`config.mk`:
```
export PLATFORM = sky130hd
export DESIGN_NAME = id_queue_decode
export DESIGN_NICKNAME = d
export VERILOG_FILES = /design/src/rtl/id_queue_decode.sv
export SDC_FILE = /design/constraint.sdc
export NUM_CORES = 1
export LEC_CHECK = 0
export ABC_AREA = 1
export CAP_MARGIN = 30
export CORE_ASPECT_RATIO = 0.5
export CORE_MARGIN = 2
export CORE_UTILIZATION = 56
export CTS_BUF_LIST = sky130_fd_sc_hd__clkbuf_16
export DETAILED_ROUTE_END_ITERATION = 10
export PLACE_DENSITY = 0.9
export SKIP_CTS_REPAIR_TIMING = 1
export SLEW_MARGIN = 10
export SYNTH_ARGS = -nofsm -noshare
export SYNTH_HDL_FRONTEND = slang
export SYNTH_SLANG_ARGS = --single-unit
```
`constraint.sdc`:
```
create_clock -name clk_in -period 7.1 [get_ports clk_in]
set_clock_uncertainty 0.1 [all_clocks]
set_input_delay 1.065 -clock clk_in [delete_from_list [all_inputs] [get_ports clk_in]]
set_output_delay 1.065 -clock clk_in [all_outputs]
set_load 0.01 [all_outputs]
```
`src/rtl/id_queue_decode.sv`:
```
`default_nettype none
// ----------------------------------------------------------------------------
// id_queue_decode : RV32I decode stage - IF instruction queue, head decode,
//                   prioritised forwarding, load-use stall, registered ID/EX.
// Revision        : 1.0
// ----------------------------------------------------------------------------
module id_queue_decode #(
  parameter int XLEN   = 32,
  parameter int QDEPTH = 4,
  parameter int NFWD   = 2
) (
  input  logic                 clk_in,
  input  logic                 rst_in,
  input  logic                 if_valid_in,
  input  logic [31:0]          if_inst_in,
  input  logic [XLEN-1:0]      if_pc_in,
  output logic                 if_ready_out,
  input  logic                 flush_in,
  input  logic [NFWD-1:0]      fwd_wreg_in,
  input  logic [5*NFWD-1:0]    fwd_waddr_in,
  input  logic [XLEN*NFWD-1:0] fwd_wdata_in,
  input  logic                 ex_is_load_in,
  input  logic [4:0]           ex_load_rd_in,
  output logic                 rs1_read_out,
  output logic                 rs2_read_out,
  output logic [4:0]           rs1_addr_out,
  output logic [4:0]           rs2_addr_out,
  input  logic [XLEN-1:0]      rs1_data_in,
  input  logic [XLEN-1:0]      rs2_data_in,
  input  logic                 ex_ready_in,
  output logic                 ex_valid_out,
  output logic [5:0]           inst_type_out,
  output logic [XLEN-1:0]      rs1_val_out,
  output logic [XLEN-1:0]      rs2_val_out,
  output logic [XLEN-1:0]      imm_out,
  output logic                 rd_we_out,
  output logic [4:0]           rd_addr_out,
  output logic [XLEN-1:0]      pc_out,
  output logic                 illegal_out
);

  localparam int PTR_W = $clog2(QDEPTH);
  localparam int CNT_W = PTR_W + 1;
  localparam logic [CNT_W-1:0] c_full_count = CNT_W'(QDEPTH);

  localparam logic [5:0] c_ty_nop   = 6'd0;
  localparam logic [5:0] c_ty_lui   = 6'd1;
  localparam logic [5:0] c_ty_auipc = 6'd2;
  localparam logic [5:0] c_ty_jal   = 6'd3;
  localparam logic [5:0] c_ty_jalr  = 6'd4;
  localparam logic [5:0] c_ty_beq   = 6'd5;
  localparam logic [5:0] c_ty_bne   = 6'd6;
  localparam logic [5:0] c_ty_blt   = 6'd7;
  localparam logic [5:0] c_ty_bge   = 6'd8;
  localparam logic [5:0] c_ty_bltu  = 6'd9;
  localparam logic [5:0] c_ty_bgeu  = 6'd10;
  localparam logic [5:0] c_ty_lb    = 6'd11;
  localparam logic [5:0] c_ty_lh    = 6'd12;
  localparam logic [5:0] c_ty_lw    = 6'd13;
  localparam logic [5:0] c_ty_lbu   = 6'd14;
  localparam logic [5:0] c_ty_lhu   = 6'd15;
  localparam logic [5:0] c_ty_sb    = 6'd16;
  localparam logic [5:0] c_ty_sh    = 6'd17;
  localparam logic [5:0] c_ty_sw    = 6'd18;
  localparam logic [5:0] c_ty_addi  = 6'd19;
  localparam logic [5:0] c_ty_slti  = 6'd20;
  localparam logic [5:0] c_ty_sltiu = 6'd21;
  localparam logic [5:0] c_ty_xori  = 6'd22;
  localparam logic [5:0] c_ty_ori   = 6'd23;
  localparam logic [5:0] c_ty_andi  = 6'd24;
  localparam logic [5:0] c_ty_slli  = 6'd25;
  localparam logic [5:0] c_ty_srli  = 6'd26;
  localparam logic [5:0] c_ty_srai  = 6'd27;
  localparam logic [5:0] c_ty_add   = 6'd28;
  localparam logic [5:0] c_ty_sub   = 6'd29;
  localparam logic [5:0] c_ty_sll   = 6'd30;
  localparam logic [5:0] c_ty_slt   = 6'd31;
  localparam logic [5:0] c_ty_sltu  = 6'd32;
  localparam logic [5:0] c_ty_xor   = 6'd33;
  localparam logic [5:0] c_ty_srl   = 6'd34;
  localparam logic [5:0] c_ty_sra   = 6'd35;
  localparam logic [5:0] c_ty_or    = 6'd36;
  localparam logic [5:0] c_ty_and   = 6'd37;

  localparam logic [6:0] c_op_imm    = 7'b0010011;
  localparam logic [6:0] c_op_reg    = 7'b0110011;
  localparam logic [6:0] c_op_branch = 7'b1100011;
  localparam logic [6:0] c_op_load   = 7'b0000011;
  localparam logic [6:0] c_op_store  = 7'b0100011;
  localparam logic [6:0] c_op_lui    = 7'b0110111;
  localparam logic [6:0] c_op_auipc  = 7'b0010111;
  localparam logic [6:0] c_op_jal    = 7'b1101111;
  localparam logic [6:0] c_op_jalr   = 7'b1100111;

  // Queue state
  logic [31:0]      inst_mem_q [QDEPTH];
  logic [31:0]      inst_mem_d [QDEPTH];
  logic [XLEN-1:0]  pc_mem_q   [QDEPTH];
  logic [XLEN-1:0]  pc_mem_d   [QDEPTH];
  logic [PTR_W-1:0] wr_ptr_q, wr_ptr_d;
  logic [PTR_W-1:0] rd_ptr_q, rd_ptr_d;
  logic [CNT_W-1:0] count_q, count_d;

  // ID/EX register
  logic             ex_valid_q, ex_valid_d;
  logic [5:0]       inst_type_q, inst_type_d;
  logic [XLEN-1:0]  rs1_val_q, rs1_val_d;
  logic [XLEN-1:0]  rs2_val_q, rs2_val_d;
  logic [XLEN-1:0]  imm_q, imm_d;
  logic             rd_we_q, rd_we_d;
  logic [4:0]       rd_addr_q, rd_addr_d;
  logic [XLEN-1:0]  pc_q, pc_d;
  logic             illegal_q, illegal_d;

  logic             empty;
  logic             push;
  logic             pop;
  logic             hz;
  logic             issue;

  logic [31:0]      head_inst;
  logic [XLEN-1:0]  head_pc;
  logic [6:0]       opcode;
  logic [2:0]       funct3;
  logic [4:0]       rs1_f;
  logic [4:0]       rs2_f;
  logic [4:0]       rd_f;

  logic [5:0]        dec_type;
  logic signed [31:0] dec_imm32;
  logic              dec_rs1_re;
  logic              dec_rs2_re;
  logic              dec_has_rd;
  logic              dec_ill;
  logic [XLEN-1:0]   dec_imm;
  logic              dec_rd_we;
  logic [4:0]        dec_rd_addr;
  logic [XLEN-1:0]   op1_val;
  logic [XLEN-1:0]   op2_val;

  assign empty        = (count_q == '0);
  assign if_ready_out = (count_q != c_full_count);
  assign push         = if_valid_in && if_ready_out && !flush_in;
  assign pop          = issue;

  assign head_inst = inst_mem_q[rd_ptr_q];
  assign head_pc   = pc_mem_q[rd_ptr_q];
  assign opcode    = head_inst[6:0];
  assign funct3    = head_inst[14:12];
  assign rs1_f     = head_inst[19:15];
  assign rs2_f     = head_inst[24:20];
  assign rd_f      = head_inst[11:7];

  always_comb begin
    dec_type   = c_ty_nop;
    dec_imm32  = '0;
    dec_rs1_re = 1'b0;
    dec_rs2_re = 1'b0;
    dec_has_rd = 1'b0;
    dec_ill    = 1'b0;
    case (opcode)
      c_op_imm: begin
        dec_rs1_re = 1'b1;
        dec_has_rd = 1'b1;
        dec_imm32  = {{20{head_inst[31]}}, head_inst[31:20]};
        case (funct3)
          3'b000:  dec_type = c_ty_addi;
          3'b010:  dec_type = c_ty_slti;
          3'b011:  dec_type = c_ty_sltiu;
          3'b100:  dec_type = c_ty_xori;
          3'b110:  dec_type = c_ty_ori;
          3'b111:  dec_type = c_ty_andi;
          3'b001: begin
            dec_type  = c_ty_slli;
            dec_imm32 = {27'b0, head_inst[24:20]};
          end
          default: begin
            dec_type  = head_inst[30] ? c_ty_srai : c_ty_srli;
            dec_imm32 = {27'b0, head_inst[24:20]};
          end
        endcase
      end
      c_op_reg: begin
        dec_rs1_re = 1'b1;
        dec_rs2_re = 1'b1;
        dec_has_rd = 1'b1;
        case (funct3)
          3'b000:  dec_type = head_inst[30] ? c_ty_sub : c_ty_add;
          3'b001:  dec_type = c_ty_sll;
          3'b010:  dec_type = c_ty_slt;
          3'b011:  dec_type = c_ty_sltu;
          3'b100:  dec_type = c_ty_xor;
          3'b101:  dec_type = head_inst[30] ? c_ty_sra : c_ty_srl;
          3'b110:  dec_type = c_ty_or;
          default: dec_type = c_ty_and;
        endcase
      end
      c_op_branch: begin
        dec_rs1_re = 1'b1;
        dec_rs2_re = 1'b1;
        dec_imm32  = {{19{head_inst[31]}}, head_inst[31], head_inst[7],
                      head_inst[30:25], head_inst[11:8], 1'b0};
        case (funct3)
          3'b000:  dec_type = c_ty_beq;
          3'b001:  dec_type = c_ty_bne;
          3'b100:  dec_type = c_ty_blt;
          3'b101:  dec_type = c_ty_bge;
          3'b110:  dec_type = c_ty_bltu;
          3'b111:  dec_type = c_ty_bgeu;
          default: dec_ill  = 1'b1;
        endcase
      end
      c_op_load: begin
        dec_rs1_re = 1'b1;
        dec_has_rd = 1'b1;
        dec_imm32  = {{20{head_inst[31]}}, head_inst[31:20]};
        case (funct3)
          3'b000:  dec_type = c_ty_lb;
          3'b001:  dec_type = c_ty_lh;
          3'b010:  dec_type = c_ty_lw;
          3'b100:  dec_type = c_ty_lbu;
          3'b101:  dec_type = c_ty_lhu;
          default: dec_ill  = 1'b1;
        endcase
      end
      c_op_store: begin
        dec_rs1_re = 1'b1;
        dec_rs2_re = 1'b1;
        dec_imm32  = {{20{head_inst[31]}}, head_inst[31:25], head_inst[11:7]};
        case (funct3)
          3'b000:  dec_type = c_ty_sb;
          3'b001:  dec_type = c_ty_sh;
          3'b010:  dec_type = c_ty_sw;
          default: dec_ill  = 1'b1;
        endcase
      end
      c_op_lui: begin
        dec_has_rd = 1'b1;
        dec_type   = c_ty_lui;
        dec_imm32  = {head_inst[31:12], 12'b0};
      end
      c_op_auipc: begin
        dec_has_rd = 1'b1;
        dec_type   = c_ty_auipc;
        dec_imm32  = {head_inst[31:12], 12'b0};
      end
      c_op_jal: begin
        dec_has_rd = 1'b1;
        dec_type   = c_ty_jal;
        dec_imm32  = {{11{head_inst[31]}}, head_inst[31], head_inst[19:12],
                      head_inst[20], head_inst[30:21], 1'b0};
      end
      c_op_jalr: begin
        if (funct3 == 3'b000) begin
          dec_rs1_re = 1'b1;
          dec_has_rd = 1'b1;
          dec_type   = c_ty_jalr;
          dec_imm32  = {{20{head_inst[31]}}, head_inst[31:20]};
        end else begin
          dec_ill = 1'b1;
        end
      end
      default: dec_ill = 1'b1;
    endcase

    // An illegal word must not read registers or write a destination
    if (dec_ill) begin
      dec_type   = c_ty_nop;
      dec_imm32  = '0;
      dec_rs1_re = 1'b0;
      dec_rs2_re = 1'b0;
      dec_has_rd = 1'b0;
    end
  end

  assign dec_imm     = XLEN'(dec_imm32);
  assign dec_rd_we   = dec_has_rd && (rd_f != 5'd0);
  assign dec_rd_addr = dec_has_rd ? rd_f : 5'd0;

  assign rs1_read_out = dec_rs1_re && !empty;
  assign rs2_read_out = dec_rs2_re && !empty;
  assign rs1_addr_out = rs1_read_out ? rs1_f : 5'd0;
  assign rs2_addr_out = rs2_read_out ? rs2_f : 5'd0;

  // Walk sources from oldest to youngest so the lowest index wins
  always_comb begin
    op1_val = '0;
    op2_val = '0;
    if (rs1_read_out && rs1_addr_out != 5'd0) begin
      op1_val = rs1_data_in;
      for (int i = NFWD - 1; i >= 0; i--) begin
        if (fwd_wreg_in[i] && fwd_waddr_in[5*i +: 5] == rs1_addr_out)
          op1_val = fwd_wdata_in[XLEN*i +: XLEN];
      end
    end
    if (rs2_read_out && rs2_addr_out != 5'd0) begin
      op2_val = rs2_data_in;
      for (int i = NFWD - 1; i >= 0; i--) begin
        if (fwd_wreg_in[i] && fwd_waddr_in[5*i +: 5] == rs2_addr_out)
          op2_val = fwd_wdata_in[XLEN*i +: XLEN];
      end
    end
  end

  assign hz = !empty && ex_is_load_in && (ex_load_rd_in != 5'd0) &&
              ((rs1_read_out && rs1_addr_out == ex_load_rd_in) ||
               (rs2_read_out && rs2_addr_out == ex_load_rd_in));

  assign issue = !empty && !hz && !flush_in && (!ex_valid_q || ex_ready_in);

  always_comb begin
    inst_mem_d = inst_mem_q;
    pc_mem_d   = pc_mem_q;
    wr_ptr_d   = wr_ptr_q;
    rd_ptr_d   = rd_ptr_q;
    count_d    = count_q;
    if (flush_in) begin
      wr_ptr_d = '0;
      rd_ptr_d = '0;
      count_d  = '0;
    end else begin
      if (push) begin
        inst_mem_d[wr_ptr_q] = if_inst_in;
        pc_mem_d[wr_ptr_q]   = if_pc_in;
        wr_ptr_d             = wr_ptr_q + PTR_W'(1);
      end
      if (pop)
        rd_ptr_d = rd_ptr_q + PTR_W'(1);
      if (push && !pop)
        count_d = count_q + CNT_W'(1);
      else if (!push && pop)
        count_d = count_q - CNT_W'(1);
    end
  end

  always_comb begin
    ex_valid_d  = ex_valid_q;
    inst_type_d = inst_type_q;
    rs1_val_d   = rs1_val_q;
    rs2_val_d   = rs2_val_q;
    imm_d       = imm_q;
    rd_we_d     = rd_we_q;
    rd_addr_d   = rd_addr_q;
    pc_d        = pc_q;
    illegal_d   = illegal_q;
    if (flush_in) begin
      ex_valid_d = 1'b0;
    end else if (issue) begin
      ex_valid_d  = 1'b1;
      inst_type_d = dec_type;
      rs1_val_d   = op1_val;
      rs2_val_d   = op2_val;
      imm_d       = dec_imm;
      rd_we_d     = dec_rd_we;
      rd_addr_d   = dec_rd_addr;
      pc_d        = head_pc;
      illegal_d   = dec_ill;
    end else if (ex_ready_in) begin
      ex_valid_d = 1'b0;
    end
  end

  // Storage carries no reset; only pointers and count define occupancy
  always_ff @(posedge clk_in) begin
    inst_mem_q <= inst_mem_d;
    pc_mem_q   <= pc_mem_d;
  end

  always_ff @(posedge clk_in or posedge rst_in) begin
    if (rst_in) begin
      wr_ptr_q    <= '0;
      rd_ptr_q    <= '0;
      count_q     <= '0;
      ex_valid_q  <= 1'b0;
      inst_type_q <= c_ty_nop;
      rs1_val_q   <= '0;
      rs2_val_q   <= '0;
      imm_q       <= '0;
      rd_we_q     <= 1'b0;
      rd_addr_q   <= '0;
      pc_q        <= '0;
      illegal_q   <= 1'b0;
    end else begin
      wr_ptr_q    <= wr_ptr_d;
      rd_ptr_q    <= rd_ptr_d;
      count_q     <= count_d;
      ex_valid_q  <= ex_valid_d;
      inst_type_q <= inst_type_d;
      rs1_val_q   <= rs1_val_d;
      rs2_val_q   <= rs2_val_d;
      imm_q       <= imm_d;
      rd_we_q     <= rd_we_d;
      rd_addr_q   <= rd_addr_d;
      pc_q        <= pc_d;
      illegal_q   <= illegal_d;
    end
  end

  assign ex_valid_out  = ex_valid_q;
  assign inst_type_out = inst_type_q;
  assign rs1_val_out   = rs1_val_q;
  assign rs2_val_out   = rs2_val_q;
  assign imm_out       = imm_q;
  assign rd_we_out     = rd_we_q;
  assign rd_addr_out   = rd_addr_q;
  assign pc_out        = pc_q;
  assign illegal_out   = illegal_q;

endmodule
`default_nettype wire

```
# Word level (Yosys, flattened, before mapping)

Index checks and enable logic that the tools add are counted.
Widths: inputs -> output; s select.

Register bits after elaboration: 405
Input port bits: 215
Output and inout bits: 155

Add/subtract/negate cells: 4
$lt $le $gt $ge: 3
Equality and inequality tests: 23
Muxes and demuxes: 56
Bitwise logic cells: 3
Reductions and logical operators: 51

Operators by type and width:

| operator           | number |
|---|---|
| $mux 32            | 14 |
| $bwmux 128         | 2 |
| $pmux 32 s7        | 1 |
| $bmux 32 s2        | 2 |
| $demux 32 s2       | 1 |
| $pmux 6 s9         | 1 |
| $pmux 6 s7         | 1 |
| $eq 5x5->1         | 6 |
| $pmux 4 s7         | 1 |
| $pmux 4 s6         | 1 |
| $logic_and 1x1->1  | 22 |
| $eq 7x6->1 const B | 3 |
| $eq 7x7->1 const B | 3 |
| $pmux 4 s5         | 1 |
| $reduce_bool 5->1  | 4 |
| $reduce_or 6->1    | 3 |
| $mux 1             | 15 |
| $mux 5             | 3 |
| $pmux 5 s3         | 1 |
| $reduce_or 5->1    | 3 |
| $eq 7x5->1 const B | 2 |
| $eq 3x3->1 const B | 4 |
| $mux 3             | 4 |
| $mux 2             | 4 |
| 22 further kinds   | 38 |

# Depth between registers and ports, before layout

Word-level depth: 23
Depth in mapped cells: 29
Depth with buffers taken out: 28

# Least setup slack after synthesis

Ideal clock, no wire load.

Path type: input to register
Start point: in if_valid_in
End point: reg inst_mem_q[0] (netlist bit), enable pin
Setup time: 486 ps
Arrival: 4152 ps
Path slack: 2361 ps
Cell stages on the path: 4
Cell sequence: nand2_1 -> nor2_1 -> inv_1 -> nor2_1

Word-level cells in the longest chain between the ends: 3

Ends and longest elaborated chain:

| what                           | line | RTL |
|---|---|---|
| start: declaration             | 14   | `input logic if_valid_in,` |
| $logic_and 1x1->1 (2 in a row) | 143  | `assign push = if_valid_in && if_ready_out && !flush_in;` |
| $reduce_and 2->1 (no line)     | --   |  |
| end signal: assignment         | 365  | `inst_mem_q <= inst_mem_d;` |
| end: declaration               | 96   | `logic [31:0] inst_mem_q [QDEPTH];` |

Every way passes these cells.
A chain may end at the register's enable or synchronous reset.

# Worst setup path after layout

Start point: reg rd_ptr_q[0]
End point: out rs1_addr_out[2]

Word-level cells in the longest chain between the ends: 11
Elaborated cells on any way between the ends: 35
Classes of those cells: eq/ne (15); mux (12); bitwise (1); reduce/logical (7)

Ends and longest elaborated chain:

| what                                                    | line          | RTL |
|---|---|---|
| start: declaration                                      | 101           | `logic [PTR_W-1:0] rd_ptr_q, rd_ptr_d;` |
| start signal: assignment                                | 385           | `rd_ptr_q <= rd_ptr_d;` |
| $not 2->3 (implied by the code) (*)                     | 146           | `assign head_inst = inst_mem_q[rd_ptr_q];` |
| $bmux 32 s2 (*)                                         | 146           |  |
| $mux 32 (implied by the code) (*) (2 in a row)          | 146           |  |
| $eq 3x1->1, or another cell as far along                | 203, 217, 230 |  |
| $reduce_or 6->1 (no line), or another cell as far along | --            |  |
| $mux 1, on equally long branches                        | 203, 217, 230 |  |
| $pmux 1 s5                                              | 161           | `case (opcode)` |
| $mux 1                                                  | 267           | `if (dec_ill) begin` |
| $logic_and 1x1->1                                       | 280           | `assign rs1_read_out = dec_rs1_re && !empty;` |
| $mux 5 (*)                                              | 282           | `assign rs1_addr_out = rs1_read_out ? rs1_f : 5'd0;` |
| end: declaration                                        | 26            | `output logic [4:0] rs1_addr_out,` |

Mark *: on every way between the ends. The rest lies on a longest branch, timed or not. The select of a mux whose other input is x is not followed.

==> results.txt <==
----------------------------------------------------
[Routing]
  Number of vias after detailed routing ... approximately 16,000
  Antenna Violating Nets Remaining ... 0
  Drt total wl ... 56,730 microns
  Detailed-router iteration count before antenna repair ... 8
  WL per Instance ... 21.31 microns
  Iteration-0 DRC Markers ... 2,083
  Via density per instance ... 5.991
  DRC viols ... 0

[Power and ir drop]
  Maximum VDD drop ... 238.4 uV
  Net switching component of the power ... 2.672 mW
  Static leakage ... 9.916 nW
  Ratio of total power to cell area ... approximately 310 nW/um^2
  Share of power burned in the clock network ... 0.272
  Part of the power in combinational logic ... 0.335
  Part of the total power dissipated in sequential elements ... 0.394
  Internal power summed over all cells ... around 4.7 mW
  Switching power share of the total ... 0.3633

[CTS]
  Max Buffers Root-to-Sink ... 3
  Worst-skew pair later-pin latency ... 0.55 ns
  Number of clock sinks ... 405
  Number of buffers created by CTS ... 37
  Root buffer selected by CTS ... clkbuf_16
  TritonCTS clock tree ... yes
  Worst-path clk slew ... ~0.07 ns
  Number of levels the H-tree was split into ... 2

[Final layout]
  Commonest cells after routing, fill and taps aside ... 561 x nand2_1, 369 x clkdlybuf4s50_1, 256 x edfxtp_1
  Fill count ... 2,315
  Utilization after layout ... 0.7245
  Leading cell type in the layout, fill and taps excluded ... nand2_1
  Fraction of final layout cells sized beyond drive strength 1 ... 0.06808
  Nets ... 2,409
  Syn-to-layout area delta ... 28.06%
  Filler-free cell count of the finished design ... roughly 2,700
  FF/Latch Area ... 11,420 sq um
  Area taken by multi-input logic gates ... 6251 sq um

[Worst setup path]
  Launching element type of the critical path ... flop
  Worst Path Class, Setup ... flop to output pin
  Endpoint arrival time on the critical path ... 4.63 ns
  Max Fanout on Critical Path ... 52
  Worst setup EP type ... output pin
  Required time worst endpoint ... 5.93 ns

[Die]
  Die span in x ... 261.7 microns
  Placeable core region ... 32,870 sq um
  Initial Util ... 0.5658
  Floorplan row count ... 47
  Die Y-Extent ... 132.9 microns
  Count of pins on the block boundary ... 370
  Area of the die ... around 35,000 sq um

[GRT]
  Global-route usage over all layers ... 0.3177
  First-pass GRT wire length ... around 86,000 microns
  Number of antenna violations at the first check in global routing ... 2
  Overflow left after global routing ... 0
  Maximum number of pins on one net before global-route repair ... 177
  Number of global-route vias before repair ... around 15,000

[Flow run]
  Max-cap violation count ... 0

[Timing]
  Max-slew violation count ... 0
  Setup total negative slack ... 0 ns
  Worst slew slack as a fraction of its limit ... 0.4057
  Total setup violations reported at the end of the flow ... 0
  WHS ... roughly 0.38 ns
  RSZ-0062 raised after global routing ... false
  Fmax ... 172.6 MHz
  Min Clock Period, post-route ... 5.795 ns
  Fin crit share ... 0.8161
  Worst-margin pin slew ... 0.8914 ns
  Fin. Hold Viols ... 0

[Placed design]
  Number of placed instances, taps included ... between 2,000 and 3,000
  Number of buffer cells added on primary ports ... 369
  Estimated wirelength of the detail-placed design ... 36,950 microns
  Routability congestion estimate from global placement ... 0.9934

[Yosys]
  Post-Synthesis Cell Area ... between 15,000 and 20,000 sq um
  Number of register bits inferred by synthesis ... 405
  Number of cells produced by synthesis ... 1,870
  Async set or reset register ratio after synthesis ... 0.3679
  Syn avg cell area ... 9.946 sq um
  Ys flop type ... edfxtp_1
  Post-Syn Nets ... 2,090
  Register area share after synthesis ... 0.6138
  Distinct cells, synth ... 46
  Synth warn ... 0
  Post-synth EDFFs ... around 260

[Outcome]
  Status ... complete, no violations

[Min path]
  Hold Crit Class ... flop to flop

----------------------------------------------------
==> through the flow <==
stage          cell area, sq um  setup slack [ns]  power (mW)
4_1_cts                   23750             1.376       7.334
6_report                  23820             1.305       7.354
2_1_floorplan             18600             1.927       4.465
3_5_place_dp              22560             1.690       5.332
3_3_place_gp              22560             1.887       5.253
5_1_grt                   23810            0.9856       7.705
==> final timing paths <==
path | start | endpoint | slack (ns) | cells past startpoint
setup / recovery | rd_ptr_q[0]$_DFFE_PP0P_ | rs1_addr_out[2] | 1.31 | 15
hold / removal | rs1_val_out[30]$_DFFE_PP0P_ | rs1_val_out[30]$_DFFE_PP0P_ | 0.38 | 2
setup reg to reg | rd_ptr_q[0]$_DFFE_PP0P_ | rs1_val_out[13]$_DFFE_PP0P_ | 1.55 | 22
hold reg to reg | rs1_val_out[30]$_DFFE_PP0P_ | rs1_val_out[30]$_DFFE_PP0P_ | 0.38 | 2
max in group asynchronous | rst_in | rs1_val_out[19]$_DFFE_PP0P_ | 4.51 | 3
min in group asynchronous | rst_in | imm_out[20]$_DFFE_PP0P_ | 0.98 | 2
==> kinds of logic (layout without fill, tap and decap cells) <==
group / after synthesis / count (layout) / synth area share
compound gates: 288 / 288 / 0.1002
flops: 405 / 405 / 0.6138
buf+inv: 232 / 580 / 0.05254
other cells: 0 / 3 / 0
fa+ha+maj: 5 / 5 / 0.003767
xor+xnor: 10 / 10 / 0.004709
simple gates: 930 / 930 / 0.2250
==> power groups by stage <==
stage | Sequential, mW | Combinational, mW | Clock, mW
global route | 2.91 | 2.68 | 2.11
finish | 2.90 | 2.46 | 2.00
floorplan | 2.93 | 1.54 | 0
CTS | 2.89 | 2.42 | 2.02
detailed placement | 2.94 | 2.39 | 0
global placement | 2.93 | 2.32 | 0
==> state kept, by name (all words and copies together), names as in the netlist <==
name / count
count_q: 3
ex_valid_out: 1
illegal_out: 1
imm_out: 32
inst_mem_q: 128
inst_type_out: 6
pc_mem_q: 128
pc_out: 32
rd_addr_out: 5
rd_ptr_q: 2
rd_we_out: 1
rs1_val_out: 32
rs2_val_out: 32
wr_ptr_q: 2
==> cell usage after synthesis (37+ instances only) <==
cell,n,area share
edfxtp_1,256,0.41
nor2_1,69,0.014
a21oi_1,56,0.015
dfrtp_1,149,0.20
inv_1,105,0.021
o211ai_1,37,0.015
nand2_1,561,0.11
nand3_1,140,0.038
buf_2,61,0.016
o21ai_1,46,0.012
o21ai_0,57,0.015
clkbuf_1,42,0.0085
nand4_1,103,0.035
==> layer usage <==
| layer | track usage | vias up | wire length, microns |
|---|---|---|---|
| li1 | - | 7194 | - |
| met5 | 0 | - | 13 |
| met4 | 0.1575 | 2 | 3087 |
| met3 | 0.05920 | 233 | 5350 |
| met1 | 0.4037 | 7573 | 20980 |
| met2 | 0.5265 | 947 | 27300 |
==> worst max-delay path, cell delays in order (launching register included) <==
cell	delay, ns
dfrtp_4	0.80
clkinv_2	0.68
nand2_1	0.24
nand3_1	0.10
nand2_1	0.13
nand2_1	0.10
nor2_4	0.17
nand2_1	0.24
nand3_1	0.22
inv_2	0.07
nand2_4	0.09
nand2_2	0.18
nor2_4	0.20
nand2_2	0.11
inv_2	0.07
clkdlybuf4s50_1	0.62
==> final cells by class <==
cell class,count,area share
Clock inverter,30,0.009981
Multi-Input combinational cell,1233,0.2625
Clock buffer,38,0.03992
Inverter,114,0.01828
Tap cell,441,0.02317
Antenna cell,3,0.0003152
Timing Repair Buffer,398,0.1664
Sequential cell,405,0.4795
No activity file was read; power rests on OpenSTA's default activity.
